### src/rtl/rx_char_framer.sv
// Receive character framer: hunts for a NULL, then decodes control, data and time-code characters.
// Define RX_PARITY_CHECK_EN to enable the parity check and the parity_error_rx pulse.
module rx_char_framer (
    input  logic       pclk_rx,
    input  logic       reset_rx,
    input  logic       enable_rx,
    input  logic       bit_valid_rx,
    input  logic       bit_rx,
    output logic       got_null_rx,
    output logic       got_fct_rx,
    output logic       got_eop_rx,
    output logic       got_eep_rx,
    output logic       got_data_rx,
    output logic       got_time_code_rx,
    output logic [7:0] data_rx,
    output logic [7:0] time_code_rx,
    output logic       parity_error_rx,
    output logic       esc_error_rx,
    output logic       first_null_rx
);

    localparam logic [1:0] RX_HUNT = 2'd0;
    localparam logic [1:0] RX_HEAD = 2'd1;
    localparam logic [1:0] RX_CTRL = 2'd2;
    localparam logic [1:0] RX_DATA = 2'd3;

`ifdef RX_PARITY_CHECK_EN
    localparam logic PAR_CHK = 1'b1;
`else
    localparam logic PAR_CHK = 1'b0;
`endif

    // Newest seven bits of a NULL; the oldest bit is the previous character's parity.
    localparam logic [6:0] NULL_PAT = 7'b1110100;

    logic [1:0] state_q, state_d;
    logic [7:0] win_q, win_d;
    logic [9:0] cnt_q, cnt_d;
    logic       par_q, par_d;
    logic       p_q, p_d;
    logic [7:0] sh_q, sh_d;
    logic       esc_q, esc_d;
    logic [5:0] pul_q, pul_d;   // {null, fct, eop, eep, data, time_code}
    logic       perr_q, perr_d;
    logic       eerr_q, eerr_d;
    logic [7:0] data_q, data_d;
    logic [7:0] tc_q, tc_d;
    logic       first_q, first_d;
    logic       abort;

    logic [7:0] win_shift, sh_shift;
    logic [9:0] cnt_shift;
    logic       par_fail;

    assign win_shift = {win_q[6:0], bit_rx};
    assign sh_shift  = {bit_rx, sh_q[7:1]};
    assign cnt_shift = {cnt_q[8:0], 1'b0};
    assign par_fail  = PAR_CHK & ~(par_q ^ p_q ^ bit_rx);

    always_comb begin
        state_d = state_q;
        win_d   = win_q;
        cnt_d   = cnt_q;
        par_d   = par_q;
        p_d     = p_q;
        sh_d    = sh_q;
        esc_d   = esc_q;
        data_d  = data_q;
        tc_d    = tc_q;
        first_d = first_q;
        pul_d   = '0;
        perr_d  = 1'b0;
        eerr_d  = 1'b0;
        abort   = 1'b0;
        if (!enable_rx) begin
            abort = 1'b1;
        end else if (bit_valid_rx) begin
            case (state_q)
                RX_HUNT: begin
                    win_d = win_shift;
                    if (win_shift[6:0] == NULL_PAT) begin
                        pul_d[5] = 1'b1;
                        first_d  = 1'b1;
                        par_d    = 1'b0;
                        win_d    = '0;
                        cnt_d    = 10'd1;
                        state_d  = RX_HEAD;
                    end
                end
                RX_HEAD: begin
                    cnt_d = cnt_shift;
                    if (cnt_q[0]) begin
                        p_d = bit_rx;
                    end else if (par_fail) begin
                        perr_d = 1'b1;
                        abort  = 1'b1;
                    end else begin
                        state_d = bit_rx ? RX_CTRL : RX_DATA;
                    end
                end
                RX_CTRL: begin
                    cnt_d = cnt_shift;
                    sh_d  = sh_shift;
                    // Control code is {second bit, first bit}, sitting in sh_shift[7:6].
                    if (cnt_q[3]) begin
                        cnt_d   = 10'd1;
                        par_d   = ^sh_shift[7:6];
                        state_d = RX_HEAD;
                        esc_d   = 1'b0;
                        if (esc_q && sh_shift[7:6] != 2'b00) begin
                            eerr_d = 1'b1;
                            abort  = 1'b1;
                        end else begin
                            case (sh_shift[7:6])
                                2'b00: begin
                                    if (esc_q) begin
                                        pul_d[5] = 1'b1;
                                        first_d  = 1'b1;
                                    end else begin
                                        pul_d[4] = 1'b1;
                                    end
                                end
                                2'b01:   pul_d[3] = 1'b1;
                                2'b10:   pul_d[2] = 1'b1;
                                default: esc_d    = 1'b1;
                            endcase
                        end
                    end
                end
                default: begin
                    cnt_d = cnt_shift;
                    sh_d  = sh_shift;
                    if (cnt_q[9]) begin
                        cnt_d   = 10'd1;
                        par_d   = ^sh_shift;
                        state_d = RX_HEAD;
                        esc_d   = 1'b0;
                        if (esc_q) begin
                            pul_d[0] = 1'b1;
                            tc_d     = sh_shift;
                        end else begin
                            pul_d[1] = 1'b1;
                            data_d   = sh_shift;
                        end
                    end
                end
            endcase
        end
        if (abort) begin
            state_d = RX_HUNT;
            win_d   = '0;
            esc_d   = 1'b0;
            first_d = 1'b0;
            cnt_d   = 10'd1;
        end
    end

    always_ff @(posedge pclk_rx) begin
        if (reset_rx) begin
            state_q <= RX_HUNT;
            win_q   <= '0;
            cnt_q   <= 10'd1;
            par_q   <= 1'b0;
            p_q     <= 1'b0;
            sh_q    <= '0;
            esc_q   <= 1'b0;
            pul_q   <= '0;
            perr_q  <= 1'b0;
            eerr_q  <= 1'b0;
            data_q  <= '0;
            tc_q    <= '0;
            first_q <= 1'b0;
        end else begin
            state_q <= state_d;
            win_q   <= win_d;
            cnt_q   <= cnt_d;
            par_q   <= par_d;
            p_q     <= p_d;
            sh_q    <= sh_d;
            esc_q   <= esc_d;
            pul_q   <= pul_d;
            perr_q  <= perr_d;
            eerr_q  <= eerr_d;
            data_q  <= data_d;
            tc_q    <= tc_d;
            first_q <= first_d;
        end
    end

    assign got_null_rx      = pul_q[5];
    assign got_fct_rx       = pul_q[4];
    assign got_eop_rx       = pul_q[3];
    assign got_eep_rx       = pul_q[2];
    assign got_data_rx      = pul_q[1];
    assign got_time_code_rx = pul_q[0];
    assign data_rx          = data_q;
    assign time_code_rx     = tc_q;
    assign parity_error_rx  = perr_q;
    assign esc_error_rx     = eerr_q;
    assign first_null_rx    = first_q;

endmodule

### config.mk
export PLATFORM = sky130hd
export DESIGN_NAME = rx_char_framer
export DESIGN_NICKNAME = d
export VERILOG_FILES = /design/src/rtl/rx_char_framer.sv
export SDC_FILE = /design/constraint.sdc
export NUM_CORES = 1
export LEC_CHECK = 0
export CORE_MARGIN = 1
export CORE_UTILIZATION = 30
export CTS_CLUSTER_SIZE = 25
export DETAILED_ROUTE_END_ITERATION = 10
export PLACE_DENSITY_LB_ADDON = 0.05
export SKIP_LAST_GASP = 1
export SYNTH_ARGS = -nofsm -noshare
export SYNTH_HDL_FRONTEND = slang
export SYNTH_SLANG_ARGS = --single-unit
export TNS_END_PERCENT = 30
### constraint.sdc
create_clock -name pclk_rx -period 2.4 [get_ports pclk_rx]
set_clock_uncertainty 0.05 [all_clocks]
set_input_delay 0.48 -clock pclk_rx [delete_from_list [all_inputs] [get_ports pclk_rx]]
set_output_delay 0.48 -clock pclk_rx [all_outputs]
set_load 0.005 [all_outputs]
Word level (Yosys, flattened, before mapping)
Index checks and enable logic that the tools add are counted.

word-level totals
  memories kept = 0
  word-level logic and storage cells = 93
  flip-flop bits (word level) = 51
  memory bits (read-only) = 0
  bits in latches = 0
  output and inout bits = 25
  bits of input ports = 5
  RAM bits = 0

cells by class
  $mul = 0
  bitwise logic cells = 9
  equal/unequal tests = 11
  reductions and logical operators = 24
  add/sub/neg operators = 0
  muxes and demuxes = 36
  divide/modulo/power cells = 0
  magnitude comparators = 0
  shift operators = 0

operators with widths
  kind                                           number
  two-way mux 10 bit                             3
  case mux 10 bit (3 select lines)               1
  two-way mux 1 bit                              20
  AND reduction 5 bit                            3
  OR reduction 7 bit                             2
  two-way mux 2 bit                              5
  inequality test 2 bit, second input constant   5
  inverter 1 bit                                 9
  AND reduction 3 bit                            3
  OR reduction 3 bit                             3
  two-way mux 4 bit                              2
  AND reduction 8 bit                            1
  == test 7 bit, second input constant           1
  two-way mux 6 bit                              1
  case mux 1 bit (2 select lines)                3
  case mux 2 bit (3 select lines)                1
  AND reduction 6 bit                            1
  nonzero test 2 bit                             3
  OR reduction 2 bit                             3
  OR reduction 6 bit                             1
  == test 2 x 1 -> 1 bit, second input constant  2
  == test 2 bit, second input constant           2
  logical NOT 2 bit                              2
  nonzero test 4 bit                             1
  other kinds (2)                                2

Logic depth before layout (Yosys ltp)
Gate-level depths: netlist of run 1.

  depth in word-level cells = 8
  mapped depth = 6
  mapped depth without buffers = 4

Worst setup path before layout of run 1
OpenSTA, ideal clock, no wires.

  path kind = input-to-reg
  from = in bit_rx
  to = reg state_q[0]
  library setup time = 0.078 ns
  stages on the path = 4
  slack = 0.784 ns
  path buffers = 0
  required time = 2.272 ns
  arrival time = 1.488 ns
  path through = or3b_1 > or2_1 > o31a_1 > nor3_1

on the way
  word-level cells in the longest chain between the ends = 8
  elaborated cells on any way between the ends = 14
  those cells by class = eq/ne (2); mux (8); reduce/logical (4)

RTL lines
  item                                 RTL line  RTL
  from (decl)                          8         input logic bit_rx,
  nonzero test 2 bit                   110       if (esc_q && sh_shift[7:6] != 2'b00) begin
  logical AND 1 bit                    110
  two-way mux 1 bit                    110
  two-way mux 1 bit                    105       if (cnt_q[3]) begin
  two-way mux 1 bit (2 in a row)       n/a
  two-way mux 1 bit                    75        if (!enable_rx) begin
  OR reduction 2 bit (no source line)  n/a
  to (signal assigned)                 174       state_q <= state_d;
  to (decl)                            36        logic [1:0] state_q, state_d;

Several ways; a longest one is shown, not always the timed one. The select of a mux whose other input is x is not followed.
A chain may end at the register's enable or synchronous reset.

Final worst setup path of run 1
Same ends and word-level chain as after synthesis.

==> impl_metrics.csv, run 1 <==
group,metric,value,unit
yosys,synth_edf_count,0,
critical_path,crit_path_start_kind,"input port",
clock_tree,clk_path_buf_depth,2,
die,core_area,6350,um2
global_route,grt_pass1_wl,7.665,mm
die,die_area,6888,um2
global_route,grt_max_degree,19,
critical_path,critPathLaunch,"bit_rx",
finish,layout.nets,257,
die,io_pins,30,
critical_path,worstSetupPathType,"input port to register",
timing,fmax,533.5,MHz
detailed_routing,ant_nets,0,
finish,fillers,637,
finish,instances_no_fill,330,
yosys,ys_ff_latch,50,
yosys,ys_types,36,
yosys,syn_avg_cell_area,8.865,um2
clock_tree,cts_hold_buf,0,
global_route,antenna_found_initial,0,
flow_run,cap_violations,0,
die,die_y,83.00,um
die,rows,29,
pwr,seq_power_share,56.5,%
place,place.port_buffers,28,
clock_tree,cts_setup_buffers,0,
timing,setup_viol,0,
yosys,synth_top_area_share,50.86,%
min_path,holdCritStartpoint,"win_q[5]",
clock_tree,cts-resized-gates,0,
detailed_routing,post_drt_via_cell_ratio,4.785,
pwr,switchingPower,314.2,uW
critical_path,crit_family,"simple AND/OR/NAND/NOR gates",
clock_tree,clock_latency,300,ps
critical_path,critical_path.cell_chain,"clkdlybuf4s50_1 -> or3b_1 -> or2_1 -> o31a_1 -> nor3_1",
die,start_util,31.00,%
global_route,first_global_vias,1480,
timing,post-route-period-util,78.09,%
critical_path,reg2reg_from,"state_q[1]",
timing,whs,412.4,ps
detailed_routing,drt-pass1-iter-count,4,
clock_tree,cts_inserted_buffers,5,
clock_tree,cts_root_buf,"clkbuf_8",
place,dp_cells,322,
pwr,swShare,21.39,%
timing,maxSlewViolCount,0,
place,dpl.hpwl,2.995,mm
pwr,pwr-share-comb,3.6,%
pwr,ir_worst_vdd,0.2179,mV
critical_path,critPathMaxFanout,5,
critical_path,slowest_delay,460,ps
timing,rsz0062_at_grt,"no",
die,die_w,83.00,um
clock_tree,cts_sinks,50,
min_path,worstHoldPathType,"register to register",
finish,drive_gt1_share,9.486,%
critical_path,cp-end-kind,"register",
yosys,syn-cell-area,1968,um2
finish,layout_commonest_cell,"dfxtp_1",
yosys,async_reset_ff_share,0,%
detailed_routing,vias,1579,
yosys,syn_nets,227,
critical_path,arrival,2060,ps
yosys,yosysTopAreaCell,"dfxtp_1",
finish,multi_input_comb_area,864.6,um2
pwr,clockPowerShare,40.0,%
clock_tree,htreeDepth,2,
timing,final.min_clock_period,1874,ps
finish,antenna_cells,0,
clock_tree,path_clk_slew,90,ps
timing,tns,0,ps
global_route,grt_overflow,0,
yosys,yosys-top-cells-area,"dfxtp_1, mux2i_1, a21oi_1, nand2_1, nor2_1",
yosys,synthCells,222,
run_status,status,"complete, no violations",
finish,mostFrequentLayoutCells,"dfxtp_1, nand2_1, clkdlybuf4s50_1",
detailed_routing,drc,0,
yosys,seq_area_frac_synth,50.86,%
critical_path,slowest_stage,"clkdlybuf4s50_1",
finish,register_area,1001,um2
detailed_routing,drt_iter0_markers,57,
pwr,power_density,599.0,nW/um2
critical_path,critical_path_required,2580,ps
detailed_routing,wl,4.432,mm
place,gp_congestion,0.7331,
detailed_routing,post_drt_wl_per_cell,13.43,um
global_route,grt_usage,13.88,%
yosys,synth_warnings,0,
timing,final_hold_viol_count,0,
pwr,p_int,1.155,mW
timing,tightest_slew,545.4,ps
critical_path,critPathBufInv,1,
yosys,synth_ff_type,"dfxtp_1",
pwr,p_leak,0.8624,nW
timing,max_slew_margin,63.59,%
clock_tree,cts_tree,"done",
finish,syn2layout_area_growth,24.60,%
final timing paths:
check,end,slack [ps],depth (start not counted)
max,state_q[0],530,5
min,win_q[5],410,2
max reg2reg,time_code_rx[1],620,5
min reg2reg,win_q[5],410,2
logic make-up after synthesis:
logic type / share of synthesized area [%]
multiplexers: 8.646
flip-flops: 50.86
buffers and inverters: 5.213
AND/OR/NAND/NOR: 22.51
other: 0.1905
AO/OA/AOI/OAI: 12.59
flip-flops by register name (all words and copies together) (netlist names):
signal / cells
cnt_q: 10
state_q: 2
data_rx: 8
time_code_rx: 8
pul_q: 6
esc_q: 1
first_null_rx: 1
sh_q: 7
win_q: 6
esc_error_rx: 1
synthesized netlist by cell type (2+ instances only):
master and instances:
a21oi_1 25, a31oi_1 2, buf_2 6, buf_6 2, clkbuf_1 6, dfxtp_1 50, inv_1 3, mux2i_1 17
nand2_1 29, nand3_1 12, nand4_1 3, nand4b_1 2, nor2_1 24, nor3_1 3, nor3b_1 4, nor4_1 3
o21ai_0 12
power groups by stage:
stage / Combinational [mW] / Clock [mW] / Sequential [mW]
final: 0.0522 / 0.587 / 0.829
after global routing: 0.0583 / 0.647 / 0.830
after CTS: 0.0531 / 0.614 / 0.830
after detailed placement: 0.0531 / 0 / 0.849
after global placement: 0.0538 / 0 / 0.849
after floorplan: 0.0272 / 0 / 0.849
area by class of cell:
| type | count | share of cell area, % |
|---|---|---|
| clock buffers | 5 | 2.806 |
| clock inverters | 3 | 1.633 |
| repair buffers | 40 | 15.10 |
| flip-flops and latches | 50 | 40.82 |
| multi-input cells | 152 | 35.26 |
| inverters | 3 | 0.4592 |
| well taps | 77 | 3.929 |
through the flow:
step / utilization (%) / cell area (um2) / setup WS [ps] / power [mW]
floorplan: - / 1968 / 784.3 / 0.8761
global placement: 36.91 / 2344 / 231.5 / 0.9028
detailed placement: 36.91 / 2344 / 192.1 / 0.9021
CTS: 38.62 / 2452 / 517.7 / 1.497
global route: 38.62 / 2452 / 369.4 / 1.535
finish: 38.62 / 2452 / 525.7 / 1.469
routing by layer:
metal,GRT usage [%],share of wire [%]
met1,19.04,51
met2,21.31,45
met3,3.380,2.4
met4,4.702,1.5
met5,0,0
worst min-delay path: cells and delay by family (launching register included):
kind / cells / cell delay, ps
AOI/OAI and AO/OA: 1 / 50
and+or+nand+nor: 1 / 50
DFF: 1 / 320
Power figures use the tool's default switching activity.
==> inputs of run 2 (changes only) <==
==> constraint.sdc (replaced) <==
create_clock -name pclk_rx -period 1.9 [get_ports pclk_rx]
set_clock_uncertainty 0.05 [all_clocks]
set_input_delay 0.38 -clock pclk_rx [delete_from_list [all_inputs] [get_ports pclk_rx]]
set_output_delay 0.38 -clock pclk_rx [all_outputs]
set_load 0.005 [all_outputs]
==> run 2 against run 1 <==
  * Clock power increased by 27%
  * First-iteration DRC count grew 37%
  * Via count increased by 3.2%
  * Global-route usage fell by 0.66 points
  * Hold slack lost 3.7 ps
  * Sequential share of layout area decreased by 1.4 points
  * Critical path depth stayed put
  * Register-to-register slack worse by 320 ps
  * Sequential cell count is the same
  * Setup slack got worse by 400 ps
  * Sequential power grew 27%
  * Critical endpoint is now cnt_q[0]
==> impl_metrics.csv, run 2 (synthesis results as in run 1) <==
group,metric,value,unit
timing,fmax,562.8,MHz
finish,layout_commonest_cell,"dfxtp_1",
finish,mostFrequentLayoutCells,"dfxtp_1, nand2_1, clkdlybuf4s50_1",
place,post-place-ws,-198.7,ps
clock_tree,cts-resized-gates,0,
clock_tree,clock_latency,310,ps
timing,maxSlewViolCount,0,
run_status,status,"complete, no violations",
flow_run,cap_violations,0,
critical_path,critPathMaxFanout,10,
global_route,grt_usage,13.22,%
global_route,grt_overflow,0,
place,dpl.hpwl,3.092,mm
die,rows,29,
min_path,holdCritStartpoint,"win_q[5]",
detailed_routing,post_drt_via_cell_ratio,4.794,
place,gp_congestion,0.7096,
timing,fin_ws,123.2,ps
die,die_y,83.00,um
clock_tree,path_clk_slew,80,ps
die,die_w,83.00,um
place,place.port_buffers,28,
critical_path,critical_path_required,2090,ps
finish,largest_reg_flops,10,
die,core_area,6350,um2
clock_tree,htreeDepth,2,
global_route,antenna_found_initial,0,
detailed_routing,post_drt_wl_per_cell,12.96,um
min_path,worstHoldPathType,"register to register",
detailed_routing,vias,1630,
die,die_area,6888,um2
place,place_area,2431,um2
critical_path,r2r_slack,300,ps
clock_tree,clk_path_buf_depth,2,
die,io_pins,30,
finish,antenna_cells,0,
clock_tree,cts_inserted_buffers,5,
global_route,grt_max_degree,22,
die,start_util,31.00,%
clock_tree,cts_tree,"done",
min_path,hold_depth,2,
clock_tree,cts_hold_buf,0,
critical_path,cp-end-kind,"register",
critical_path,reg2reg_depth,5,
timing,setup_viol,0,
finish,top_register,"cnt_q",
finish,drive_gt1_share,12.55,%
clock_tree,cts_setup_buffers,0,
detailed_routing,drt-pass1-iter-count,4,
critical_path,worstSetupPathType,"input port to register",
pwr,p_leak,0.9115,nW
critical_path,reg2reg_to,"cnt_q[0]",
detailed_routing,ant_nets,0,
pwr,power_density,733.9,nW/um2
global_route,first_global_vias,1543,
detailed_routing,wl,4.405,mm
critical_path,arrival,1970,ps
clock_tree,cts_root_buf,"clkbuf_8",
detailed_routing,drt_iter0_markers,78,
timing,final.min_clock_period,1777,ps
clock_tree,cts_sinks,50,
timing,post-route-period-util,93.51,%
timing,rsz0062_at_grt,"no",
pwr,ir_worst_vdd,0.3786,mV
detailed_routing,drc,0,
min_path,min_to,"win_q[5]",
critical_path,crit_path_start_kind,"input port",
timing,final_hold_viol_count,0,
global_route,grt_pass1_wl,7.383,mm
finish,layout.nets,267,
finish,syn2layout_area_growth,29.12,%
critical_path,reg2reg_from,"state_q[0]",
finish,finalInstanceArea,2541,um2
timing,tns,0,ps
==> run 2: stage by stage <==
stage               hold WS (ps)  total power [mW]  util, %  instances
detailed placement         402.4             1.144    38.29        332
global placement           400.0             1.145    38.29        332
CTS                        415.7             1.904    40.02        340
global route               435.7             1.948    40.02        340
floorplan                  382.1             1.107        -        222
finish                     408.7             1.865    40.02        340
==> run 2: worst max path at each step <==
stage | slack (ps) | start | cells after the start | endpoint
6_report | 120 | bit_rx | 5 | cnt_q[0]
5_1_grt | 20 | bit_rx | 6 | cnt_q[9]
4_1_cts | 120 | bit_rx | 5 | cnt_q[0]
3_5_place_dp | -200 | bit_rx | 5 | state_q[1]
3_3_place_gp | -150 | bit_rx | 5 | state_q[1]
2_1_floorplan | 380 | bit_rx | 4 | state_q[0]
==> run 2: layer usage <==
layer / vias to the layer above / part of all wire [%] / wire, um / global-route usage (%)
li1: 843 / - / - / -
met4: 0 / 1.4 / 62 / 5.643
met3: 5 / 2.7 / 120 / 2.883
met1: 758 / 49 / 2177 / 16.58
met5: - / 0 / 0 / 0
met2: 24 / 46 / 2045 / 21.83
==> run 2: area by class of cell <==
type | count | area (um2)
fill | 658 | 3809
sequential | 50 | 1001
multi-input combinational | 152 | 864.6
timing repair buffer | 50 | 457.9
tap | 77 | 96.34
clock buffer | 6 | 72.57
clock inverter | 2 | 37.54
inverter | 3 | 11.26
==> run 2: worst max-delay path: stages <==
cell             delay [ps]
clkdlybuf4s50_1         450
or3b_1                  400
o21ai_0                 270
a31o_2                  340
nand2b_1                130
==> run 2: report_power, final <==
part	total (mW)	switching, mW	internal, mW
clock	0.746	0.352	0.393
combinational	0.0717	0.0445	0.0272
sequential	1.05	0.000344	1.05
==> inputs of run 3 (changes only) <==
--- a/config.mk
+++ b/config.mk
@@ -5,6 +5,7 @@
 export SDC_FILE = /design/constraint.sdc
 export NUM_CORES = 1
 export LEC_CHECK = 0
+export CORE_ASPECT_RATIO = 0.5
 export CORE_MARGIN = 1
 export CORE_UTILIZATION = 30
 export CTS_CLUSTER_SIZE = 25
==> run 3 against run 2 <==
  * Cell count up 2.4%
  * Combinational power down 6.7%
  * Count of clock-buffer cells in the layout unchanged
  * Clock power up 57%
  * Via count down 0.43%
  * Final area up 3.6%
  * Critical path type unchanged
  * Sequential cell count unchanged
  * Highest routed layer unchanged
  * Critical path depth up 1
==> impl_metrics.csv, run 3 (synthesis results as in run 1) <==
group,metric,value,unit
clock_tree,cts_tree,"done",
detailed_routing,drt_iter0_markers,79,
timing,final_hold_viol_count,0,
finish,antenna_cells,0,
die,die_w,116.5,um
detailed_routing,drc,0,
critical_path,cp-end-kind,"register",
place,post-place-ws,-176.8,ps
timing,setup_viol,0,
finish,largest_reg_flops,10,
clock_tree,cts_hold_buf,0,
clock_tree,cts-resized-gates,0,
clock_tree,cts_inserted_buffers,5,
detailed_routing,vias,1623,
timing,rsz0062_at_grt,"no",
clock_tree,cts_sinks,50,
finish,drive_gt1_share,11.92,%
global_route,first_global_vias,1464,
finish,top_register,"cnt_q",
die,die_area,6908,um2
pwr,pwr-share-comb,2.9,%
detailed_routing,post_drt_wl_per_cell,12.60,um
global_route,grt_pass1_wl,7.134,mm
die,core_area,6206,um2
place,dpl.hpwl,3.050,mm
pwr,total_power,2.284,mW
global_route,grt_usage,14.22,%
pwr,switchingPower,421.4,uW
timing,post-route-period-util,93.27,%
pwr,clockPowerShare,51.2,%
run_status,status,"complete, no violations",
critical_path,arrival,1900,ps
die,die_y,59.28,um
clock_tree,clock_latency,290,ps
place,dp_cells,340,
clock_tree,cts_root_buf,"clkbuf_16",
pwr,power_density,867.2,nW/um2
detailed_routing,wl,4.386,mm
die,rows,20,
timing,fmax,564.3,MHz
place,gp_congestion,0.7353,
min_path,worstHoldPathType,"register to register",
clock_tree,clk_path_buf_depth,2,
detailed_routing,post_drt_via_cell_ratio,4.664,
detailed_routing,drt-pass1-iter-count,4,
critical_path,crit_path_start_kind,"input port",
place,place.port_buffers,28,
finish,mostFrequentLayoutCells,"dfxtp_1, nand2_1, clkdlybuf4s50_1",
die,io_pins,30,
timing,fin_ws,127.9,ps
die,start_util,31.71,%
critical_path,critPathMaxFanout,11,
clock_tree,path_clk_slew,60,ps
pwr,seq_power_share,45.9,%
critical_path,worstSetupPathType,"input port to register",
global_route,grt_max_degree,24,
detailed_routing,ant_nets,0,
pwr,p_int,1.863,mW
critical_path,critical_path_required,2020,ps
clock_tree,cts_setup_buffers,0,
global_route,antenna_found_initial,0,
finish,layout_commonest_cell,"dfxtp_1",
finish,syn2layout_area_growth,33.82,%
timing,maxSlewViolCount,0,
clock_tree,htreeDepth,2,
flow_run,cap_violations,0,
timing,final.min_clock_period,1772,ps
finish,layout.nets,264,
pwr,swShare,18.45,%
global_route,grt_overflow,0,
pwr,ir_worst_vdd,0.3304,mV
pwr,p_leak,0.9454,nW
finish,instances_no_fill,348,
-- run 3: cell types whose count changed in the layout (fill, tap and decap cells not counted) --
cell and change:
clkbuf_8 -4, clkbuf_1 -1, clkinvlp_4 -1, clkbuf_16 +5, buf_12 +1, buf_4 -4, bufinv_16 +1
-- run 3: power by group through the flow --
stage	combinational [mW]	clock [mW]	sequential, mW
after global routing	0.0747	1.25	1.05
final	0.0669	1.17	1.05
after detailed placement	0.0677	0	1.07
after global placement	0.0680	0	1.07
after CTS	0.0678	1.21	1.05
after floorplan	0.0343	0	1.07
-- run 3: path summary, 6_finish.rpt --
path         slack [ps]  startpoint  endpoint  cells after the start
min                 410    win_q[5]  win_q[5]                      2
max reg2reg         280  state_q[1]  cnt_q[3]                      4
max                 130      bit_rx  cnt_q[3]                      6
min reg2reg         410    win_q[5]  win_q[5]                      2
-- run 3: routing by layer --
metal	vias to the layer above	global-route usage, %	part of all wire (%)
met5	-	0	0
met4	0	7.052	2.0
met3	6	5.010	4.1
met2	23	22.06	43
met1	760	17.76	50
li1	834	-	-
-- run 3: area by class of cell --
cell class / count / area (um2)
Clock buffer: 6 / 138.9
Sequential cell: 50 / 1001
Clock inverter: 2 / 60.06
Timing Repair Buffer: 47 / 447.9
Inverter: 3 / 11.26
Multi-Input combinational cell: 152 / 864.6
Fill cell: 638 / 3572
Tap cell: 88 / 110.1
-- run 3: worst max-delay path, stage by stage --
cell	delay [ps]
clkdlybuf4s50_1	470
buf_4	180
nor2_1	80
o311ai_1	400
a31o_2	300
a21oi_1	70
-- run 3: per-stage QoR --
| step | setup TNS, ps | util, % | hold WS, ps | area [um2] |
|---|---|---|---|---|
| floorplan | 0 | - | 382.1 | 1968 |
| global route | 0 | 42.44 | 430.4 | 2634 |
| detailed placement | -2949 | 39.23 | 400.4 | 2435 |
| global placement | -2626 | 39.23 | 391.7 | 2435 |
| CTS | 0 | 42.44 | 410.5 | 2634 |
| finish | 0 | 42.44 | 409.1 | 2634 |
